**src/rtl/logic_analyzer.sv**
```systemverilog
// logic_analyzer: 3-channel logic analyzer. It run-length encodes the synchronized
// probe inputs into 8-bit records {value[2:0], count[4:0]} and stores them in a
// DEPTH-entry buffer. When the buffer is full it dumps the buffer as 8N1 UART frames.
// Optional build macro: LA_TX_HEADER_EN prefixes each dump with 0xA5, DEPTH[7:0].
module logic_analyzer #(
   parameter int unsigned BAUD_DIV   = 87,
   parameter int unsigned SAMPLE_DIV = 1,
   parameter int unsigned DEPTH      = 16
) (
   input  logic       inclk0_10MHz,
   input  logic       rst,
   input  logic [2:0] dataIn,
   output logic       TxD,
   output logic [4:0] state_debug,
   output logic [7:0] dataOut_debug
);

   localparam int unsigned AW = (DEPTH > 1) ? $clog2(DEPTH) : 1;
   localparam int unsigned PW = AW + 1;
   localparam int unsigned BW = (BAUD_DIV > 1) ? $clog2(BAUD_DIV) : 1;
   localparam int unsigned SW = (SAMPLE_DIV > 1) ? $clog2(SAMPLE_DIV) : 1;
`ifdef LA_TX_HEADER_EN
   localparam int unsigned NHDR = 2;
`else
   localparam int unsigned NHDR = 0;
`endif
   localparam int unsigned NBYTES = DEPTH + NHDR;
   localparam int unsigned IW = (NBYTES > 1) ? $clog2(NBYTES) : 1;
   localparam logic [4:0]  RUN_MAX = 5'd31;

   typedef enum logic [4:0] {
      IDLE     = 5'd0,
      CAPTURE  = 5'd1,
      TX_LOAD  = 5'd2,
      TX_START = 5'd3,
      TX_DATA  = 5'd4,
      TX_STOP  = 5'd5
   } state_t;

   state_t          state;
   state_t          state_nxt;

   logic [2:0]      sync1;
   logic [2:0]      s;
   logic [SW-1:0]   presc;
   logic            tick;

   logic [2:0]      baseline;
   logic [2:0]      run_val;
   logic [4:0]      run_cnt;
   logic [PW-1:0]   wr_ptr;
   logic [7:0]      mem [DEPTH];

   logic [IW-1:0]   tx_idx;
   logic [BW-1:0]   baud_cnt;
   logic [2:0]      bit_cnt;
   logic [7:0]      shifter;

   logic            emit;
   logic            cap_full;
   logic            baud_done;
   logic            last_byte;

   logic            trig;
   logic            buf_we;
   logic            load_en;
   logic            dump_done;
   logic [IW-1:0]   load_idx;
   logic [7:0]      load_byte;

   // Shared status terms used by both the next-state and output logic
   assign tick      = (presc == SW'(SAMPLE_DIV - 1));
   assign emit      = (s != run_val) || (run_cnt == RUN_MAX);
   assign cap_full  = (wr_ptr == PW'(DEPTH - 1));
   assign baud_done = (baud_cnt == BW'(BAUD_DIV - 1));
   assign last_byte = (tx_idx == IW'(NBYTES - 1));

   assign state_debug = state;

   // State register; reset aborts any capture or frame immediately
   always_ff @(posedge inclk0_10MHz or posedge rst) begin
      if (rst) begin
         state <= IDLE;
      end else begin
         state <= state_nxt;
      end
   end

   // Next-state logic; unused codes fall back to IDLE
   always_comb begin
      state_nxt = state;
      case (state)
         IDLE:     if (tick && (s != baseline)) state_nxt = CAPTURE;
         CAPTURE:  if (tick && emit && cap_full) state_nxt = TX_LOAD;
         TX_LOAD:  state_nxt = TX_START;
         TX_START: if (baud_done) state_nxt = TX_DATA;
         TX_DATA:  if (baud_done && (bit_cnt == 3'd7)) state_nxt = TX_STOP;
         TX_STOP:  if (baud_done) state_nxt = last_byte ? IDLE : TX_LOAD;
         default:  state_nxt = IDLE;
      endcase
   end

   // Control decode: capture strobes and selection of the next byte to transmit
   always_comb begin
      trig      = 1'b0;
      buf_we    = 1'b0;
      load_en   = 1'b0;
      dump_done = 1'b0;
      load_idx  = '0;
      load_byte = 8'h00;

      trig      = (state == IDLE) && tick && (s != baseline);
      buf_we    = (state == CAPTURE) && tick && emit;
      load_en   = (state_nxt == TX_LOAD);
      dump_done = (state == TX_STOP) && baud_done && last_byte;
      // Entering TX_LOAD from CAPTURE starts at byte 0, from TX_STOP at the next byte
      load_idx  = (state == TX_STOP) ? IW'(tx_idx + 1'b1) : '0;
`ifdef LA_TX_HEADER_EN
      if (load_idx == '0) begin
         load_byte = 8'hA5;
      end else if (load_idx == IW'(1)) begin
         load_byte = 8'(DEPTH);
      end else begin
         load_byte = mem[AW'(load_idx - IW'(2))];
      end
`else
      load_byte = mem[AW'(load_idx)];
`endif
   end

   // Two-flop input synchronizer and free-running sample prescaler
   always_ff @(posedge inclk0_10MHz or posedge rst) begin
      if (rst) begin
         sync1 <= 3'b000;
         s     <= 3'b000;
         presc <= '0;
      end else begin
         sync1 <= dataIn;
         s     <= sync1;
         presc <= tick ? '0 : presc + 1'b1;
      end
   end

   // Trigger baseline, run-length counter and buffer write pointer
   always_ff @(posedge inclk0_10MHz or posedge rst) begin
      if (rst) begin
         baseline <= 3'b000;
         run_val  <= 3'b000;
         run_cnt  <= 5'd0;
         wr_ptr   <= '0;
      end else begin
         if ((state == IDLE) && tick) begin
            baseline <= s;
         end
         if (trig) begin
            run_val <= s;
            run_cnt <= 5'd1;
         end else if ((state == CAPTURE) && tick) begin
            if (emit) begin
               run_val <= s;
               run_cnt <= 5'd1;
               wr_ptr  <= wr_ptr + 1'b1;
            end else begin
               run_cnt <= run_cnt + 5'd1;
            end
         end
         if (dump_done) begin
            wr_ptr   <= '0;
            baseline <= s;
         end
      end
   end

   // Record buffer; contents need no reset since wr_ptr gates what is valid
   always_ff @(posedge inclk0_10MHz) begin
      if (buf_we) begin
         mem[wr_ptr[AW-1:0]] <= {run_val, run_cnt};
      end
   end

   // UART shifter: TxD is registered and changes on the same edge as the state
   always_ff @(posedge inclk0_10MHz or posedge rst) begin
      if (rst) begin
         TxD           <= 1'b1;
         shifter       <= 8'h00;
         dataOut_debug <= 8'h00;
         tx_idx        <= '0;
         baud_cnt      <= '0;
         bit_cnt       <= 3'd0;
      end else begin
         if (load_en) begin
            shifter       <= load_byte;
            dataOut_debug <= load_byte;
            tx_idx        <= load_idx;
         end
         case (state)
            TX_LOAD: begin
               TxD      <= 1'b0;
               baud_cnt <= '0;
            end
            TX_START: begin
               if (baud_done) begin
                  TxD      <= shifter[0];
                  baud_cnt <= '0;
                  bit_cnt  <= 3'd0;
               end else begin
                  baud_cnt <= baud_cnt + 1'b1;
               end
            end
            TX_DATA: begin
               if (baud_done) begin
                  baud_cnt <= '0;
                  if (bit_cnt == 3'd7) begin
                     TxD <= 1'b1;
                  end else begin
                     TxD     <= shifter[1];
                     shifter <= {1'b0, shifter[7:1]};
                     bit_cnt <= bit_cnt + 3'd1;
                  end
               end else begin
                  baud_cnt <= baud_cnt + 1'b1;
               end
            end
            TX_STOP: begin
               TxD <= 1'b1;
               if (baud_done) begin
                  baud_cnt <= '0;
               end else begin
                  baud_cnt <= baud_cnt + 1'b1;
               end
            end
            default: begin
               TxD      <= 1'b1;
               baud_cnt <= '0;
            end
         endcase
      end
   end

endmodule

```
**config.mk**
```make
export PLATFORM = sky130hd
export DESIGN_NAME = logic_analyzer
export DESIGN_NICKNAME = d
export VERILOG_FILES = /design/src/rtl/logic_analyzer.sv
export SDC_FILE = /design/constraint.sdc
export NUM_CORES = 1
export LEC_CHECK = 0
export CAP_MARGIN = 20
export CORE_MARGIN = 2
export CORE_UTILIZATION = 40
export CTS_CLUSTER_DIAMETER = 30
export DETAILED_ROUTE_END_ITERATION = 10
export GPL_ROUTABILITY_DRIVEN = 0
export HOLD_SLACK_MARGIN = 0.06
export PLACE_DENSITY = 0.54
export SETUP_SLACK_MARGIN = 0.2
export SYNTH_ARGS = -nofsm -noshare
export SYNTH_HDL_FRONTEND = slang
export SYNTH_SLANG_ARGS = --single-unit
```
**constraint.sdc**
```tcl
create_clock -name inclk0_10MHz -period 4.3 [get_ports inclk0_10MHz]
set_input_delay 1.29 -clock inclk0_10MHz [delete_from_list [all_inputs] [get_ports inclk0_10MHz]]
set_output_delay 1.29 -clock inclk0_10MHz [all_outputs]
set_load 0.01 [all_outputs]
```
==> summary.txt <==
Status
  – Status: finished clean

Worst setup path
  – Critical path class: flop to flop
  – Worst Reg-to-Reg Cells: 5
  – Crit end category: flop
  – Worst setup SP type: flop
  – Crit Path Max Fanout: 10
  – Worst Path Arrival: approximately 3.6 ns
  – Crit path required time: between 4 and 5 ns

Route
  – Number of DRC markers in iteration 0: between 400 and 500
  – DRC viols: 0
  – Vias/cell: 5.50
  – Vias: about 4900
  – Total Wirelength: around 19 mm
  – DRT antenna net count: 0
  – Wirelength per Cell: about 21 um
  – Number of iterations in the first detailed-routing pass: 5

STA
  – Rel. slew slack: roughly 34%
  – Min Clock Period, post-route: 3.50 ns
  – Final Cycle Share: roughly four fifths
  – RSZ-0062 raised after global routing: no
  – Layout Skew: between 0.01 and 0.015 ns
  – F_max: around 290 MHz
  – Tightest Pin Transition: just under 1 ns
  – Setup TNS: 0 ns
  – Pins Over Slew Limit: 0
  – Final setup violation count: 0
  – Final Hold Fails: 0

CTS
  – Hold buffers post-CTS: 0
  – CTS buffer count: 17
  – CTS max path bufs: 2
  – Postcts setup bufs: 0
  – Sink Count: between 150 and 200
  – Clk Latency, worst-skew pair: around 0.43 ns
  – CTS Root Cell: clkbuf_16
  – H-tree depth: 4
  – Worst-path clk slew: 0.07 ns
  – CTS tree: yes
  – Post-CTS Resized: 0

Global routing
  – GRT Util Overall: 18.5%
  – Antenna violations before repair: 0
  – GR Util met3: 3.35%
  – Number of global-route vias before repair: 4837
  – GRT met2 Usage: about 29%
  – Congestion Overflow GR: 0
  – First-pass GRT wire length: between 20 and 30 mm
  – GR peak layer: met2
  – Largest net degree at the start of global routing: 52
  – Met1 Usage GRT: between 20% and 30%

Floorplan
  – # IOs: 19
  – Die area: 0.0212 mm^2
  – DIE HEIGHT: 146 um
  – Initial Util: 40.9%
  – Die W: 146 um
  – Rows: ~50
  – Placeable Area: ~0.02 mm^2

Layout
  – Layout cell share with drive strength beyond 1: ~14%
  – Area of the multi-input gates: 0.00256 mm^2
  – Storage cell area: approximately 0.0053 mm^2
  – Fillcell total: around 1700
  – Nets@finish: roughly 630
  – Area delta synth->final: 14.5%
  – ANT cells: 0
  – Fin cells: between 800 and 900

Synthesis
  – Cell variety after synth: 58
  – Synthesized instance count: 582
  – Warnings, synthesis: 0
  – Asr flop ratio synth: a little under a third
  – Synth Area per Inst: 13.8 um^2
  – Yosys reg bits: 186
  – Sequential area share after synthesis: between 60% and 70%
  – Main flop type after synthesis: edfxtp_1
  – Post-synth EDFFs: about 130
  – Cell area after synthesis: 0.00802 mm^2

Pwr
  – Static leakage: 3.29 nW
  – Peak supply drop: approximately 0.18 mV
  – Pwr/cell area: about 420 mW/mm^2

Placed design
  – IO Port Bufs: 18
  – Hpwl dp: between 10 and 15 mm
  – Placed insts: 856

Worst hold path
  – Hold crit path type: flop to flop
  – Worst hold path depth: 0

Flow run
  – Max_cap viols: 0
## layer usage
| metal | routed length, um | share of wire, % | vias up |
|---|---|---|---|
| li1 | - | - | 2296 |
| met1 | 8890 | 47 | 2487 |
| met2 | 8860 | 47 | 107 |
| met3 | 986 | 5.2 | 20 |
| met4 | 258 | 1.4 | 0 |
| met5 | 0 | 0 | - |
## placed cells by master (no fill, tap or decap), types with 3 or more instances in the layout
cell,synthesis,layout
inv_1,7,6
o21ai_0,10,10
and2_1,8,8
o211ai_1,15,15
nand2_1,49,49
mux2i_1,17,17
ha_1,12,12
xnor2_1,8,8
a211oi_1,29,29
a21boi_0,7,7
clkbuf_16,0,17
nand4_1,3,3
mux2_2,16,16
xor2_1,8,8
buf_4,1,19
inv_6,0,5
nand3_1,11,11
a21o_1,8,8
and3_1,13,13
inv_8,0,4
nand2b_1,7,7
o311a_1,7,7
a221o_1,7,7
nor3_1,8,8
nor2_1,33,33
nor2b_1,10,10
edfxtp_1,128,128
nand3b_1,7,7
a311o_1,7,7
a311oi_2,7,7
nor4_1,4,4
a21oi_1,22,22
clkdlybuf4s50_1,0,18
dfrtp_1,57,56
## critical path, stage by stage, from the launching register on
cell and delay (ns):
dfrtp_1 0.45, nor4_1 0.74, nand2_1 0.39, nor2_1 0.61, nand2_1 0.25, nor2_1 0.67
## through the flow
stage | setup slack [ns] | hold slack (ns) | cell area, um^2 | total power, mW | util [%]
after floorplan | 1.49 | 0.331 | 8020 | 2.21 | -
after global placement | 0.786 | 0.334 | 8540 | 2.30 | 43.6
after detailed placement | 0.599 | 0.335 | 8540 | 2.30 | 43.6
after CTS | 0.590 | 0.352 | 9140 | 3.87 | 46.7
after global routing | 0.453 | 0.355 | 9180 | 3.98 | 46.8
final | 0.799 | 0.351 | 9180 | 3.83 | 46.8
## logic make-up after synthesis
group	share of synthesized area, %
other cells	0.0468
compound gates	12.7
mux	4.93
fa+ha+maj	1.87
simple gates	10.6
xor+xnor	1.75
flops	66.1
buf+inv	2.01
## synth_stat cells, types with 9 or more instances
cell type	count	area [um^2]
o21ai_0	10	50.1
dfrtp_1	57	1430
mux2i_1	17	170
nor2_1	33	124
nor2b_1	10	62.6
mux2_2	16	180
ha_1	12	150
o211ai_1	15	113
clkbuf_1	17	63.8
a211oi_1	29	218
a21oi_1	22	110
and3_1	13	81.3
nand3_1	11	55.1
edfxtp_1	128	3840
nand2_1	49	184
buf_2	9	45.0
## layout make-up
class,instances,share of cell area (%)
flip-flops and latches,186,57.7
multi-input cells,360,27.9
clock buffers,17,4.64
repair buffers,41,3.93
well taps,265,3.61
clock inverters,15,1.87
inverters,8,0.327
## flip-flops by register name, summed over array words and instances, names as in the netlist
register       count
run_cnt            5
shifter            8
s                  3
sync1              3
mem              128
tx_idx             4
baud_cnt           7
state_debug        5
baseline           3
dataOut_debug      8
wr_ptr             5
run_val            3
bit_cnt            3
TxD                1
## worst paths after layout
| path | startpoint | to | slack, ns |
|---|---|---|---|
| min in group asynchronous | rst | baud_cnt[0] | 1.04 |
| min reg2reg | sync1[2] | s[2] | 0.35 |
| max | state_debug[3] | mem[11][6] | 0.80 |
| max in group asynchronous | rst | tx_idx[2] | 2.58 |
| max reg2reg | state_debug[3] | mem[11][6] | 0.80 |
| min | sync1[2] | s[2] | 0.35 |
## power breakdown
part	total [mW]	switching [mW]	internal, mW
Combinational	0.216	0.137	0.0793
Clock	1.57	0.735	0.832
Sequential	2.05	0.0606	1.99
No activity file was read; power rests on OpenSTA's default activity.
